--- config.mk ---
export PLATFORM = sky130hd
export DESIGN_NAME = mskaes_cipher_unloader_flat
export DESIGN_NICKNAME = d
export VERILOG_FILES = /design/src/rtl/mskaes_cipher_unloader_if.sv /design/src/rtl/mskaes_cipher_unloader.sv /design/src/flat_wrapper.sv
export SDC_FILE = /design/constraint.sdc
export NUM_CORES = 1
export LEC_CHECK = 0
export CAP_MARGIN = 10
export CORE_AREA = 10 10 173 175
export DETAILED_ROUTE_END_ITERATION = 8
export DIE_AREA = 0 0 183 185
export HOLD_SLACK_MARGIN = 0.06
export MAX_ROUTING_LAYER = met4
export PLACE_DENSITY = 0.83
export SYNTH_ARGS = -nofsm -noshare
export SYNTH_HDL_FRONTEND = slang
export SYNTH_SLANG_ARGS = --single-unit
export TNS_END_PERCENT = 5
--- constraint.sdc ---
create_clock -name clk -period 3.1 [get_ports clk]
set_input_delay 0.775 -clock clk [delete_from_list [all_inputs] [get_ports clk]]
set_output_delay 0.775 -clock clk [all_outputs]
set_load 0.03 [all_outputs]
--- src/rtl/mskaes_cipher_unloader_if.sv ---
// Handshake/bus bundle between the masked AES core output, the unloader and the host word port.
// slave = unloader side, master = core/host side.
interface mskaes_cipher_unloader_if #(
  parameter int unsigned D = 2
);
  localparam int unsigned SW = $clog2(D);
  localparam int unsigned PW = 128 * D;

  logic          cipher_valid;
  logic          out_ready;
  logic [PW-1:0] sh_ciphertext;
  logic          flush;
  logic [31:0]   dout;
  logic          dout_valid;
  logic          dout_ready;
  logic [SW-1:0] dout_share;
  logic          dout_last;
  logic          busy;

  modport slave (
    input  cipher_valid, sh_ciphertext, flush, dout_ready,
    output out_ready, dout, dout_valid, dout_share, dout_last, busy
  );

  modport master (
    output cipher_valid, sh_ciphertext, flush, dout_ready,
    input  out_ready, dout, dout_valid, dout_share, dout_last, busy
  );
endinterface

--- src/rtl/mskaes_cipher_unloader.sv ---
// Captures d interleaved ciphertext shares in one cycle and streams them share-major as 32-bit
// words; shares are never recombined and the buffer is wiped once the block leaves or is flushed.
module mskaes_cipher_unloader #(
  parameter int unsigned D = 2
) (
  input logic                     clk,
  input logic                     rst_n,
  mskaes_cipher_unloader_if.slave bus
);
  localparam int unsigned NW = 4 * D;
  localparam int unsigned CW = $clog2(NW);
  localparam int unsigned SW = $clog2(D);

  typedef enum logic {
    ST_IDLE = 1'b0,
    ST_SEND = 1'b1
  } state_e;

  state_e              r_state;
  state_e              w_state_nxt;
  logic [CW-1:0]       r_cnt;
  logic [CW-1:0]       w_cnt_nxt;
  logic [D-1:0][127:0] r_buf;
  logic [D-1:0][127:0] w_buf_nxt;
  logic [D-1:0][127:0] w_deint;
  logic [31:0]         r_dout;
  logic [31:0]         w_dout_nxt;
  logic [SW-1:0]       r_share;
  logic [SW-1:0]       w_share_nxt;
  logic                r_last;
  logic                w_last_nxt;
  logic [SW-1:0]       w_sh_sel;
  logic [1:0]          w_k_sel;
  logic [127:0]        w_sel;

  // Undo the core's bit interleave: bit i of share j sits at d*i+j.
  always_comb begin
    w_deint = '0;
    for (int unsigned j = 0; j < D; j++) begin
      for (int unsigned i = 0; i < 128; i++) begin
        w_deint[j][i] = bus.sh_ciphertext[D*i + j];
      end
    end
  end

  // Next state, word counter and buffer; flush outranks both capture and handshake.
  always_comb begin
    w_state_nxt = r_state;
    w_cnt_nxt   = r_cnt;
    w_buf_nxt   = r_buf;
    case (r_state)
      ST_IDLE: begin
        if (bus.cipher_valid && !bus.flush) begin
          w_buf_nxt   = w_deint;
          w_cnt_nxt   = '0;
          w_state_nxt = ST_SEND;
        end
      end
      ST_SEND: begin
        if (bus.flush || (bus.dout_ready && (r_cnt == CW'(NW - 1)))) begin
          w_buf_nxt   = '0;
          w_cnt_nxt   = '0;
          w_state_nxt = ST_IDLE;
        end else if (bus.dout_ready) begin
          w_cnt_nxt = r_cnt + CW'(1);
        end
      end
      default: begin
        w_buf_nxt   = '0;
        w_cnt_nxt   = '0;
        w_state_nxt = ST_IDLE;
      end
    endcase

    // Word presented next cycle is selected here so dout leaves a flop.
    w_sh_sel    = SW'(w_cnt_nxt >> 2);
    w_k_sel     = w_cnt_nxt[1:0];
    w_sel       = w_buf_nxt[w_sh_sel];
    w_dout_nxt  = '0;
    w_share_nxt = '0;
    w_last_nxt  = 1'b0;
    if (w_state_nxt == ST_SEND) begin
      w_dout_nxt  = w_sel[{w_k_sel, 5'b0} +: 32];
      w_share_nxt = w_sh_sel;
      w_last_nxt  = (w_cnt_nxt == CW'(NW - 1));
    end
  end

  always_ff @(posedge clk or negedge rst_n) begin
    if (!rst_n) begin
      r_state <= ST_IDLE;
      r_cnt   <= '0;
      r_buf   <= '0;
      r_dout  <= '0;
      r_share <= '0;
      r_last  <= 1'b0;
    end else begin
      r_state <= w_state_nxt;
      r_cnt   <= w_cnt_nxt;
      r_buf   <= w_buf_nxt;
      r_dout  <= w_dout_nxt;
      r_share <= w_share_nxt;
      r_last  <= w_last_nxt;
    end
  end

  assign bus.out_ready  = (r_state == ST_IDLE);
  assign bus.dout_valid = (r_state == ST_SEND);
  assign bus.busy       = (r_state == ST_SEND);
  assign bus.dout       = r_dout;
  assign bus.dout_share = r_share;
  assign bus.dout_last  = r_last;
endmodule

--- src/flat_wrapper.sv ---
// flat-port wrapper written by rule: the top's interface ports become plain ports
module mskaes_cipher_unloader_flat 
#(
  parameter int unsigned D = 2
)
  (clk, rst_n, bus_cipher_valid, bus_sh_ciphertext, bus_flush, bus_dout_ready, bus_out_ready, bus_dout, bus_dout_valid, bus_dout_share, bus_dout_last, bus_busy);
  mskaes_cipher_unloader_if #(.D(D)) bus_i ();
  input logic clk;
  input logic rst_n;
  input wire logic [$bits(bus_i.cipher_valid)-1:0] bus_cipher_valid;
  input wire logic [$bits(bus_i.sh_ciphertext)-1:0] bus_sh_ciphertext;
  input wire logic [$bits(bus_i.flush)-1:0] bus_flush;
  input wire logic [$bits(bus_i.dout_ready)-1:0] bus_dout_ready;
  output wire logic [$bits(bus_i.out_ready)-1:0] bus_out_ready;
  output wire logic [$bits(bus_i.dout)-1:0] bus_dout;
  output wire logic [$bits(bus_i.dout_valid)-1:0] bus_dout_valid;
  output wire logic [$bits(bus_i.dout_share)-1:0] bus_dout_share;
  output wire logic [$bits(bus_i.dout_last)-1:0] bus_dout_last;
  output wire logic [$bits(bus_i.busy)-1:0] bus_busy;
  assign bus_i.cipher_valid = bus_cipher_valid;
  assign bus_i.sh_ciphertext = bus_sh_ciphertext;
  assign bus_i.flush = bus_flush;
  assign bus_i.dout_ready = bus_dout_ready;
  assign bus_out_ready = bus_i.out_ready;
  assign bus_dout = bus_i.dout;
  assign bus_dout_valid = bus_i.dout_valid;
  assign bus_dout_share = bus_i.dout_share;
  assign bus_dout_last = bus_i.dout_last;
  assign bus_busy = bus_i.busy;
  mskaes_cipher_unloader #(.D(D)) u_core (.clk(clk), .rst_n(rst_n), .bus(bus_i));
endmodule
# == Word-level counts from Yosys, hierarchy flattened ==
# Cells that the tools add are included.
# word_totals
regBits,294
# classes
n_addsub,1
n_lt_le_gt_ge,1
n_eq_ne,2
shift,1
mux,15
bitwise_logic,1
reduce_logical,4
# op_table
operator,n
$mux W256,2
$pmux W256 S2,1
$mux W128,2
$shiftx A128 B8 Y32,1
$mux W32,1
$mux W3,3
$eq A3 B3 Y1 const B,2
$pmux W3 S2,1
$mux W1,4
$add A3 B1 Y3 const B,1
$logic_and A1 B1 Y1,2
$lt A1 B2 Y1 const B,1
$pmux W1 S2,1
$logic_not A1 Y1,1
$logic_or A1 B1 Y1,1
$not A1 Y1,1

# == Logic depth before layout (Yosys ltp) ==
# depth
depth_word,9
ltp_mapped,11
mapped_depth_nobuf,9

# == Worst setup path before layout ==
# Ideal clock, no wire load.
# synth_timing
path_type,input to register
start,input bus_dout_ready
end,register u_core.r_dout[6] (netlist: u_core.bus.dout[6])
setup_ns,0.071
arrival_ns,2.509
required_time_ns,3.029
setup_slack_ns,0.520
cell_stages,8
cell_sequence,clkbuf_1 mux2i_1 a2bb2oi_2 inv_1 nor3_2 buf_2 o211ai_1 nand4_1
# synth_rtl
element,line,source
"start, declared",flat_wrapper.sv:13,input wire logic [$bits(bus_i.dout_ready)-1:0] bus_dout_ready;
$logic_and A1 B1 Y1,mskaes_cipher_unloader.sv:60,if (bus.flush || (bus.dout_ready && (r_cnt == CW'(NW - 1)))) begin
$logic_or A1 B1 Y1,mskaes_cipher_unloader.sv:60,
$mux W3 *,mskaes_cipher_unloader.sv:60,
$pmux W3 S2 *,mskaes_cipher_unloader.sv:51,case (r_state)
named net u_core.w_cnt_nxt[0],mskaes_cipher_unloader.sv:22,logic [CW-1:0] w_cnt_nxt;
$shiftx A128 B8 Y32 *,mskaes_cipher_unloader.sv:83,"w_dout_nxt = w_sel[{w_k_sel, 5'b0} +: 32];"
$mux W32 *,mskaes_cipher_unloader.sv:82,if (w_state_nxt == ST_SEND) begin
named net u_core.w_dout_nxt[6],mskaes_cipher_unloader.sv:27,logic [31:0] w_dout_nxt;
"end signal, assigned",mskaes_cipher_unloader.sv:101,r_dout <= w_dout_nxt;
"end, declared",mskaes_cipher_unloader.sv:26,logic [31:0] r_dout;
# The timed path passes the listed nets; every way through them passes the cells marked *. The select of a mux whose other input is x is not followed.

# == Worst setup path after layout ==
# layout_timing
start,register u_core.r_cnt[0]
end,register u_core.r_dout[24] (netlist: u_core.bus.dout[24])
# layout_via
elab_chain_len,9
# layout_rtl
element,line,source
"start, declared",mskaes_cipher_unloader.sv:21,logic [CW-1:0] r_cnt;
"start signal, assigned",mskaes_cipher_unloader.sv:99,r_cnt <= w_cnt_nxt;
branches (longest 8 deep; another with $add A3 B1 Y3),-,
$mux W32 *,mskaes_cipher_unloader.sv:82,
named net u_core.w_dout_nxt[24],mskaes_cipher_unloader.sv:27,
# Mark *: on every way through the listed nets, which the timed path passes. The select of a mux whose other input is x is not followed.

==> out/metrics.json <==
{
  "synth": {
    "post_synth.cell_area_avg_um2": 11.29,
    "async_reset_ff_share_pct": 100.0,
    "synth_flop_cell": "sky130_fd_sc_hd__dfrtp_1",
    "dominant_combinational_cell_family_by_area_after_synthesis": "compound AO/OA/AOI/OAI gates",
    "synthCells": 1173,
    "complex_gate_fraction_of_the_synthesized_area_pct": 20.88,
    "yosys.area_share.simple_pct": 13.49,
    "synth_edf_count": 0,
    "synthXorXnorAreaFrac_pct": 0,
    "synth.mux.area_fraction_pct": 6.275,
    "synth_seq_cells": 294,
    "synthAdderAreaFrac_pct": 0.1890,
    "yosysWarnings": 0,
    "yosys_cell_types": 40,
    "synthesis.area_mm2": 0.01324,
    "ys_seq_area_share_pct": 55.57,
    "postSynthNetCount": 1436
  },
  "cts": {
    "clock_tree.root_cell": "sky130_fd_sc_hd__clkbuf_16",
    "sinks_on_the_clock_net": 294,
    "post-cts-setup-buffers": 0,
    "hold_buffers": 0,
    "clk_path_buf_depth": 3,
    "path_clk_slew_ns": 0.06,
    "cts_repair_resize_count": 0,
    "tritoncts": "built",
    "cts-buffers-inserted": 31,
    "worstSkewPairLatency_ns": 0.55,
    "htree_num_levels": 1
  },
  "final_layout": {
    "post_route_cells_drive_above_1_share_pct": 13.86,
    "final_cell_area_mm2": 0.01853,
    "fillers": 1830,
    "final_net_count": 1770,
    "area_delta_synth_final_pct": 39.93
  },
  "sta": {
    "timing_worst_slew_pin_value_ns": 0.7374,
    "final-setup-viol-count": 0,
    "hold_viol": 0,
    "slew-limit-headroom_pct": 50.73,
    "timing_max_transition_violations_final": 0,
    "finalWorstPathRequiredPeriod_ns": 2.734,
    "max_freq_mhz": 365.8,
    "setup_slack_ns": 0.3660,
    "finalClockSkew_ns": 0.01487,
    "finalCritPeriodShare_pct": 88.19,
    "rsz0062_at_grt": "no"
  },
  "power": {
    "irDropWorstVdd_uv": 453.1,
    "power_density_mw_per_mm2": 545.8,
    "leakagePower_nw": 8.145
  },
  "die": {
    "starting_utilization_of_the_core_area_pct": 49.82,
    "core_region_area_mm2": 0.02658,
    "rows": 60,
    "fp.dieW_um": 183,
    "vertical_extent_of_the_die_um": 185,
    "dieArea_mm2": 0.03386,
    "io_pins": 298
  },
  "worst_setup_path": {
    "timing.critical_path.from_type": "flop",
    "endpoint_kind": "flop",
    "worst-setup-path-type": "flop to flop",
    "crit_fanout": 10,
    "worst-endpoint-arrival_ns": 3.21,
    "critical_path_required_ns": 3.58
  },
  "job": {
    "drv.max_cap_violation_count": 0
  },
  "place": {
    "pre_cts_slack_ns": -0.1061,
    "port_buffers": 297,
    "dpl-instance-area_mm2": 0.01739,
    "finalWeightedCongestion": 0.9581,
    "hpwlAfterDp_um": 32470
  },
  "global_routing": {
    "vias_in_the_first_global_route": 11530,
    "grt_remaining_overflow": 0,
    "grt_max_degree": 77,
    "grt_pass1_wl_um": 68440,
    "groute.usage.overall_pct": 26.39,
    "number_of_antenna_violations_at_the_first_check_in_global_routing": 4
  },
  "route": {
    "routed-via-count": 11200,
    "wire_length_reported_by_the_detailed_router_um": 44670,
    "antenna_violating_nets_post_route": 0,
    "dr_wl_cell_um": 23.81,
    "vias_per_cell": 5.969,
    "drt_first_pass_iters": 5,
    "drcViolationCount": 0,
    "drtIter0Drc": 1187
  },
  "min_path": {
    "min_path_type": "input pin to async pin"
  },
  "status": {
    "outcome": "complete, no violations"
  }
}
worst max-delay path: stages (launching register included):
cell                       delay (ns)
sky130_fd_sc_hd__dfrtp_1         0.42
sky130_fd_sc_hd__ha_1            0.21
sky130_fd_sc_hd__ha_1            0.26
sky130_fd_sc_hd__and2b_1         0.35
sky130_fd_sc_hd__a32oi_4         0.15
sky130_fd_sc_hd__buf_4           0.19
sky130_fd_sc_hd__nor3_4          0.49
sky130_fd_sc_hd__buf_4           0.30
sky130_fd_sc_hd__o211ai_1        0.16
sky130_fd_sc_hd__nand4_1         0.13
path summary, 6_finish.rpt:
check / to / slack, ns / cells past startpoint / from
setup / recovery: u_core.bus.dout[24] / 0.37 / 9 / u_core.r_cnt[0]
hold / removal: u_core.r_buf[121] / 0.19 / 1 / rst_n
setup reg to reg: u_core.bus.dout[24] / 0.37 / 9 / u_core.r_cnt[0]
hold reg to reg: u_core.r_buf[125] / 0.49 / 1 / u_core.r_buf[125]
max in group asynchronous: u_core.r_buf[81] / 2.08 / 2 / rst_n
min in group clk: u_core.r_buf[125] / 0.49 / 1 / u_core.r_buf[125]
synthesized netlist by cell type, types with 3 or more instances:
| master | number | area, um^2 |
|---|---|---|
| sky130_fd_sc_hd__nand4_1 | 27 | 168.9 |
| sky130_fd_sc_hd__nor2_1 | 134 | 503.0 |
| sky130_fd_sc_hd__a22o_1 | 174 | 1524 |
| sky130_fd_sc_hd__buf_2 | 40 | 200.2 |
| sky130_fd_sc_hd__buf_1 | 11 | 41.29 |
| sky130_fd_sc_hd__or4_1 | 28 | 210.2 |
| sky130_fd_sc_hd__mux2i_1 | 83 | 830.8 |
| sky130_fd_sc_hd__or2_0 | 12 | 75.07 |
| sky130_fd_sc_hd__o2bb2ai_1 | 39 | 341.6 |
| sky130_fd_sc_hd__nand2b_1 | 22 | 137.6 |
| sky130_fd_sc_hd__or3b_1 | 20 | 175.2 |
| sky130_fd_sc_hd__clkbuf_1 | 53 | 198.9 |
| sky130_fd_sc_hd__o211ai_1 | 70 | 525.5 |
| sky130_fd_sc_hd__nor3b_1 | 3 | 22.52 |
| sky130_fd_sc_hd__or2_2 | 22 | 137.6 |
| sky130_fd_sc_hd__o21ai_0 | 51 | 255.2 |
| sky130_fd_sc_hd__inv_1 | 3 | 11.26 |
| sky130_fd_sc_hd__or3b_2 | 7 | 61.31 |
| sky130_fd_sc_hd__nand2_1 | 48 | 180.2 |
| sky130_fd_sc_hd__dfrtp_1 | 294 | 7357 |
| sky130_fd_sc_hd__nand3_1 | 4 | 20.02 |
registers in the layout (all words and copies together), names as in the netlist:
signal and cells:
u_core.r_cnt 3, u_core.bus.dout_share 1, u_core.bus.dout_last 1, u_core.bus.dout 32, u_core.bus.busy 1, u_core.r_buf 256
per-stage QoR:
step / power, mW / TNS (ns) / std cells / hold slack, ns / util, %
floorplan: 5.239 / 0 / 1173 / 0.4575 / -
global placement: 6.089 / -0.5836 / 1815 / 0.4759 / 65.45
detailed placement: 6.140 / -1.176 / 1815 / 0.4784 / 65.45
CTS: 10.14 / 0 / 1871 / 0.2125 / 69.67
global route: 10.48 / 0 / 1875 / 0.2251 / 69.70
finish: 10.11 / 0 / 1876 / 0.1910 / 69.71
cell usage in the layout, fill, tap and decap left out, types with 7 or more instances in the layout:
cell type | netlist | routed
sky130_fd_sc_hd__clkinv_2 | 0 | 7
sky130_fd_sc_hd__clkbuf_16 | 0 | 31
sky130_fd_sc_hd__or2_0 | 12 | 12
sky130_fd_sc_hd__clkdlybuf4s50_1 | 0 | 296
sky130_fd_sc_hd__nand4_1 | 27 | 27
sky130_fd_sc_hd__buf_12 | 0 | 24
sky130_fd_sc_hd__or2_2 | 22 | 22
sky130_fd_sc_hd__o21ai_0 | 51 | 51
sky130_fd_sc_hd__o211ai_1 | 70 | 70
sky130_fd_sc_hd__clkbuf_8 | 0 | 9
sky130_fd_sc_hd__o2bb2ai_1 | 39 | 38
sky130_fd_sc_hd__buf_4 | 1 | 87
sky130_fd_sc_hd__nand2b_1 | 22 | 22
sky130_fd_sc_hd__or3b_1 | 20 | 20
sky130_fd_sc_hd__mux2i_1 | 83 | 83
sky130_fd_sc_hd__nand2_1 | 48 | 48
sky130_fd_sc_hd__or3b_2 | 7 | 7
sky130_fd_sc_hd__a22o_1 | 174 | 174
sky130_fd_sc_hd__or4_1 | 28 | 28
sky130_fd_sc_hd__nor2_1 | 134 | 134
sky130_fd_sc_hd__dfrtp_1 | 294 | 293
cell type report:
class | instances | area [um^2] | area share (%)
flip-flops and latches | 294 | 7361 | 39.73
inverters | 5 | 21.27 | 0.1148
well taps | 341 | 426.7 | 2.303
multi-input cells | 767 | 5474 | 29.55
repair buffers | 408 | 4111 | 22.19
clock inverters | 16 | 220.2 | 1.189
clock buffers | 40 | 899.6 | 4.856
diodes | 5 | 12.51 | 0.06754
power breakdown:
part	switching, mW	internal, mW
logic	0.840	0.869
registers	0.171	4.23
clock network	1.55	2.45
total	2.56	7.56
logic make-up after synthesis:
| kind of cell | count (synthesis) |
|---|---|
| AOI/OAI and AO/OA | 344 |
| buffers and inverters | 112 |
| muxes | 83 |
| adders and majority gates | 2 |
| and+or+nand+nor | 338 |
| DFF | 294 |
metal layers:
metal  vias up  GRT usage [%]  share of wire [%]
met5         -              -                  0
li1       5043              -                  -
met3        85          5.212                7.9
met1      5556          35.47                 43
met2       513          40.00                 46
met4         0          7.705                2.8
Note: power is estimated with default switching activity, not from simulation.
==> RTL change 1: new RTL, same flow settings <==
Take the reset off `r_dout` and load it in a clocked block of its own.
--- a/src/rtl/mskaes_cipher_unloader.sv
+++ b/src/rtl/mskaes_cipher_unloader.sv
@@ -92,5 +92,4 @@
       r_cnt   <= '0;
       r_buf   <= '0;
-      r_dout  <= '0;
       r_share <= '0;
       r_last  <= 1'b0;
@@ -99,8 +98,11 @@
       r_cnt   <= w_cnt_nxt;
       r_buf   <= w_buf_nxt;
-      r_dout  <= w_dout_nxt;
       r_share <= w_share_nxt;
       r_last  <= w_last_nxt;
     end
+  end
+
+  always_ff @(posedge clk) begin
+    r_dout <= w_dout_nxt;
   end
 
Function: changed (Yosys sat finds a counterexample within 4 cycles, from zero or initial values and one cycle with rst_n low).
==> RTL change 1 against the original RTL <==
Count of clock-buffer cells in the layout is 7 higher. Sequential cell count stayed put. Total power rose by 6.9%. Critical path depth is 7 lower. Highest routed layer unchanged. Critical path type is now register to output port. Combinational power rose by 32%. Cell area increased by 12%. Global-route usage rose by 5.6 points. Area after synthesis is 21% higher. Clock power fell by 2%. Clock skew shrank 0.00056 ns. Setup slack lost 0.27 ns. Largest power group unchanged. Routed wire length grew 22%.
==> RTL change 1: results (changes against the original RTL) <==
For the global placer's final weighted congestion, the log shows 0.9480 (was 0.9581). Top area cells in the synthesized netlist: sky130_fd_sc_hd__dfrtp_1, sky130_fd_sc_hd__mux2i_1, sky130_fd_sc_hd__o2bb2ai_1 (was sky130_fd_sc_hd__dfrtp_1, sky130_fd_sc_hd__a22o_1, sky130_fd_sc_hd__mux2i_1). The tools report the worst supply voltage drop on vdd as 425.0 uV (was 453.1 uV).

The share of the synthesized area in compound gates (AO/OA/AOI/OAI) was 23.97% (was 20.88%). The share of layout cells above drive strength 1 is 11.40% (was 13.86%), and the maximum number of buffers from clock root to sink is 3 (unchanged). The reg-to-reg endpoint is u_core.bus.dout[24] (unchanged). The flow ran to the end, and the final reports show no timing, DRC or antenna violations. The average wire length per cell after detail routing was 24.88 um (was 23.81 um). Post-synthesis mux area share: 13.53% (was 6.275%). The fraction of registers with async set or reset after synthesis is 89.12% (was 100.0%), and the number of flops mapped to enable cells by yosys is 0 (unchanged). Level count of the clock H-tree: 1 (unchanged). The start of the worst register-to-register path is u_core.r_cnt[1] (was u_core.r_cnt[0]).

The run gives 83.87 mm (was 68.44 mm) as the wire length of the first global-routing pass. The tools report the number of fill cells as 1742 (was 1830). The largest net degree at the start of global routing was 95 (was 77); the number of distinct library cells after synthesis was 43 (was 40). The post-synthesis net count was 1807 (was 1436).

Maximum fanout along the worst path: 25 (was 10). The worst path arrival time is 2.23 ns (was 3.21 ns). The root buffer cell is sky130_fd_sc_hd__clkbuf_16 (unchanged).

The first-pass iteration count of the detailed router was 5 (unchanged); the number of cell instances on the worst register-to-register path was 10 (was 9). For the cell area after placement, the log shows 19680 um^2 (was 17390 um^2). The beginning of the critical path is u_core.bus.busy (was u_core.r_cnt[0]). The adder-cell share of the synthesized area was 0.1566% (was 0.1890%). The initial antenna violation count is 5 (was 4), and the count of port buffers added during placement is 297 (unchanged).

The tools report the end point of the critical path as bus_out_ready (was u_core.bus.dout[24]). The post-layout net count was 2081 (was 1770); the combined global-route utilization of all metal layers was 32.03% (was 26.39%). The worst slack after detailed placement came out at -0.2975 ns (was -0.1061 ns).

For the number of buffers created by CTS, the log shows 30 (was 31). For the setup slack on the worst flop-to-flop path, the log shows 0.20 ns (was 0.37 ns). Leading cell types by count after synthesis: sky130_fd_sc_hd__dfrtp_1, sky130_fd_sc_hd__mux2i_1, sky130_fd_sc_hd__nand2_1 (was sky130_fd_sc_hd__dfrtp_1, sky130_fd_sc_hd__a22o_1, sky130_fd_sc_hd__nor2_1). Fmax: 332.5 MHz (was 365.8 MHz). The logs give 45.04% (was 55.57%) for the portion of the post-synthesis area used by sequential elements and 14720 (was 11530) for the via count of the first global-routing pass.

The average vias per placed instance was 6.683 (was 5.969); the final setup skew was 0.01431 ns (was 0.01487 ns). Pin slew with the least headroom to its limit: 0.7384 ns (was 0.7374 ns). The number of DRC violations after detailed-routing iteration 0 came out at 1815 (was 1187).

The sum of net half-perimeters after detailed placement is 37.94 mm (was 32.47 mm), and the leakage power summed over all cells is 8.825 nW (was 8.145 nW).
==> RTL change 1: cells by family (layout without fill, tap and decap cells) <==
family	count (synthesis)	after routing
other	0	6
adders and majority gates	2	2
DFF	294	294
AOI/OAI and AO/OA	502	502
and+or+nand+nor	358	358
muxes	216	216
buffers and inverters	172	470
==> RTL change 1: metal layers <==
metal	GRT usage [%]	share of wire, %
met1	39.10	39
met2	49.51	47
met3	6.818	8.7
met4	16.56	5.7
met5	-	0
==> RTL change 1: layout make-up <==
type,count,area (um^2),share of cell area (%)
Tap cell,341,426.7,2.053
Antenna cell,6,15.01,0.07225
Clock buffer,47,945.9,4.552
Clock inverter,9,145.1,0.6984
Sequential cell,294,7201,34.65
Inverter,5,21.27,0.1024
Timing Repair Buffer,409,4089,19.68
Multi-Input combinational cell,1078,7938,38.20
==> RTL change 1: worst min-delay path by stage <==
stage	from	end	slack, ns	depth (start not counted)
2_1_floorplan	u_core.r_buf[0]	u_core.r_buf[0]	0.47	2
3_5_place_dp	u_core.r_buf[180]	u_core.r_buf[180]	0.49	2
3_3_place_gp	u_core.r_buf[180]	u_core.r_buf[180]	0.48	2
4_1_cts	rst_n	u_core.r_buf[81]	0.25	1
5_1_grt	rst_n	u_core.r_buf[209]	0.25	1
6_report	rst_n	u_core.r_buf[209]	0.19	1
==> RTL change 1: worst max-delay path: stages (launching register included) <==
cell and delay, ns:
sky130_fd_sc_hd__dfrtp_4 0.68, sky130_fd_sc_hd__clkinv_1 0.32, sky130_fd_sc_hd__clkdlybuf4s50_1 0.67
==> RTL change 1: metrics by stage <==
step / TNS (ns) / std cells / power, mW / utilization [%] / hold slack, ns
2_1_floorplan: 0 / 1544 / 5.834 / - / 0.4678
3_3_place_gp: -1.632 / 2127 / 6.794 / 74.03 / 0.4812
3_5_place_dp: -2.357 / 2127 / 6.885 / 74.03 / 0.4882
4_1_cts: 0 / 2183 / 10.79 / 78.14 / 0.2520
5_1_grt: 0 / 2188 / 11.21 / 78.19 / 0.2502
6_report: 0 / 2189 / 10.81 / 78.20 / 0.1874
==> RTL change 1: report_power, final <==
part	total, mW	internal (mW)	switching, mW	leakage [nW]
combinational	2.26	1.05	1.22	4.61
sequential	4.62	4.32	0.298	3.67
clock	3.93	2.41	1.52	0.543
==> RTL change 2: new RTL, config.mk and constraints unchanged <==
Made on the original files. `D` is set to 2 in 3 places; all go to 4.
--- a/src/rtl/mskaes_cipher_unloader_if.sv
+++ b/src/rtl/mskaes_cipher_unloader_if.sv
@@ -2,5 +2,5 @@
 // slave = unloader side, master = core/host side.
 interface mskaes_cipher_unloader_if #(
-  parameter int unsigned D = 2
+  parameter int unsigned D = 4
 );
   localparam int unsigned SW = $clog2(D);
--- a/src/rtl/mskaes_cipher_unloader.sv
+++ b/src/rtl/mskaes_cipher_unloader.sv
@@ -2,5 +2,5 @@
 // words; shares are never recombined and the buffer is wiped once the block leaves or is flushed.
 module mskaes_cipher_unloader #(
-  parameter int unsigned D = 2
+  parameter int unsigned D = 4
 ) (
   input logic                     clk,
--- a/src/flat_wrapper.sv
+++ b/src/flat_wrapper.sv
@@ -2,5 +2,5 @@
 module mskaes_cipher_unloader_flat 
 #(
-  parameter int unsigned D = 2
+  parameter int unsigned D = 4
 )
   (clk, rst_n, bus_cipher_valid, bus_sh_ciphertext, bus_flush, bus_dout_ready, bus_out_ready, bus_dout, bus_dout_valid, bus_dout_share, bus_dout_last, bus_busy);
Interface: changed (resized bus_dout_share and bus_sh_ciphertext); port bits go from 298 to 555. No check against the original RTL was run, so the function may have changed too.
==> RTL change 2 against the original RTL <==
The flow now stops in global placement without I/O. Area after synthesis increased by 110%. Synthesized cell count increased to 2.9 times the old value.
==> RTL change 2: results (changes against the original RTL) <==
Width of the die: 183 um (unchanged). The run stopped with a tool error. Yosys synthesis warning count: 0 (unchanged). The number of distinct library cells after synthesis was 57 (was 40); the portion of the post-synthesis area used by sequential elements was 49.36% (was 55.57%). The tool reported: "[ERROR GPL-0301] Utilization 120.148 % exceeds 100%". The flop and latch count out of synthesis was 552 (was 294).

The tools report the last stage reached as global placement without I/O. Average instance area after synthesis: 8.095 um^2 (was 11.29 um^2). Top area cells in the synthesized netlist: sky130_fd_sc_hd__dfrtp_1, sky130_fd_sc_hd__nand2_1, sky130_fd_sc_hd__a21oi_1 (was sky130_fd_sc_hd__dfrtp_1, sky130_fd_sc_hd__a22o_1, sky130_fd_sc_hd__mux2i_1). The post-synthesis net count came out at 3975 (was 1436). The prevailing post-synth register cell is sky130_fd_sc_hd__dfrtp_1 (unchanged). The fraction of registers with async set or reset after synthesis works out to 100.0% (unchanged). Leading cell types by count after synthesis: sky130_fd_sc_hd__nand2_1, sky130_fd_sc_hd__a21oi_1, sky130_fd_sc_hd__dfrtp_1 (was sky130_fd_sc_hd__dfrtp_1, sky130_fd_sc_hd__a22o_1, sky130_fd_sc_hd__nor2_1).
## RTL change 2: cell count changes after synthesis, sizes merged, moves of 39 or more
cell,delta
nand2,+1204
a21oi,+582
dfrtp,+258
a22o,-174
clkbuf,+137
o22ai,+74
buf,+60
o211ai,-49
o221ai,+47
mux2,+46
a211oi,+45
o2bb2ai,-39
## RTL change 2: kinds of logic after synthesis
| group | share of synthesized area [%] |
|---|---|
| buf+inv | 4.663 |
| mux | 4.319 |
| simple gates | 21.73 |
| xor+xnor | 0.03130 |
| compound gates | 19.86 |
| fa+ha+maj | 0.04470 |
| flops | 49.36 |
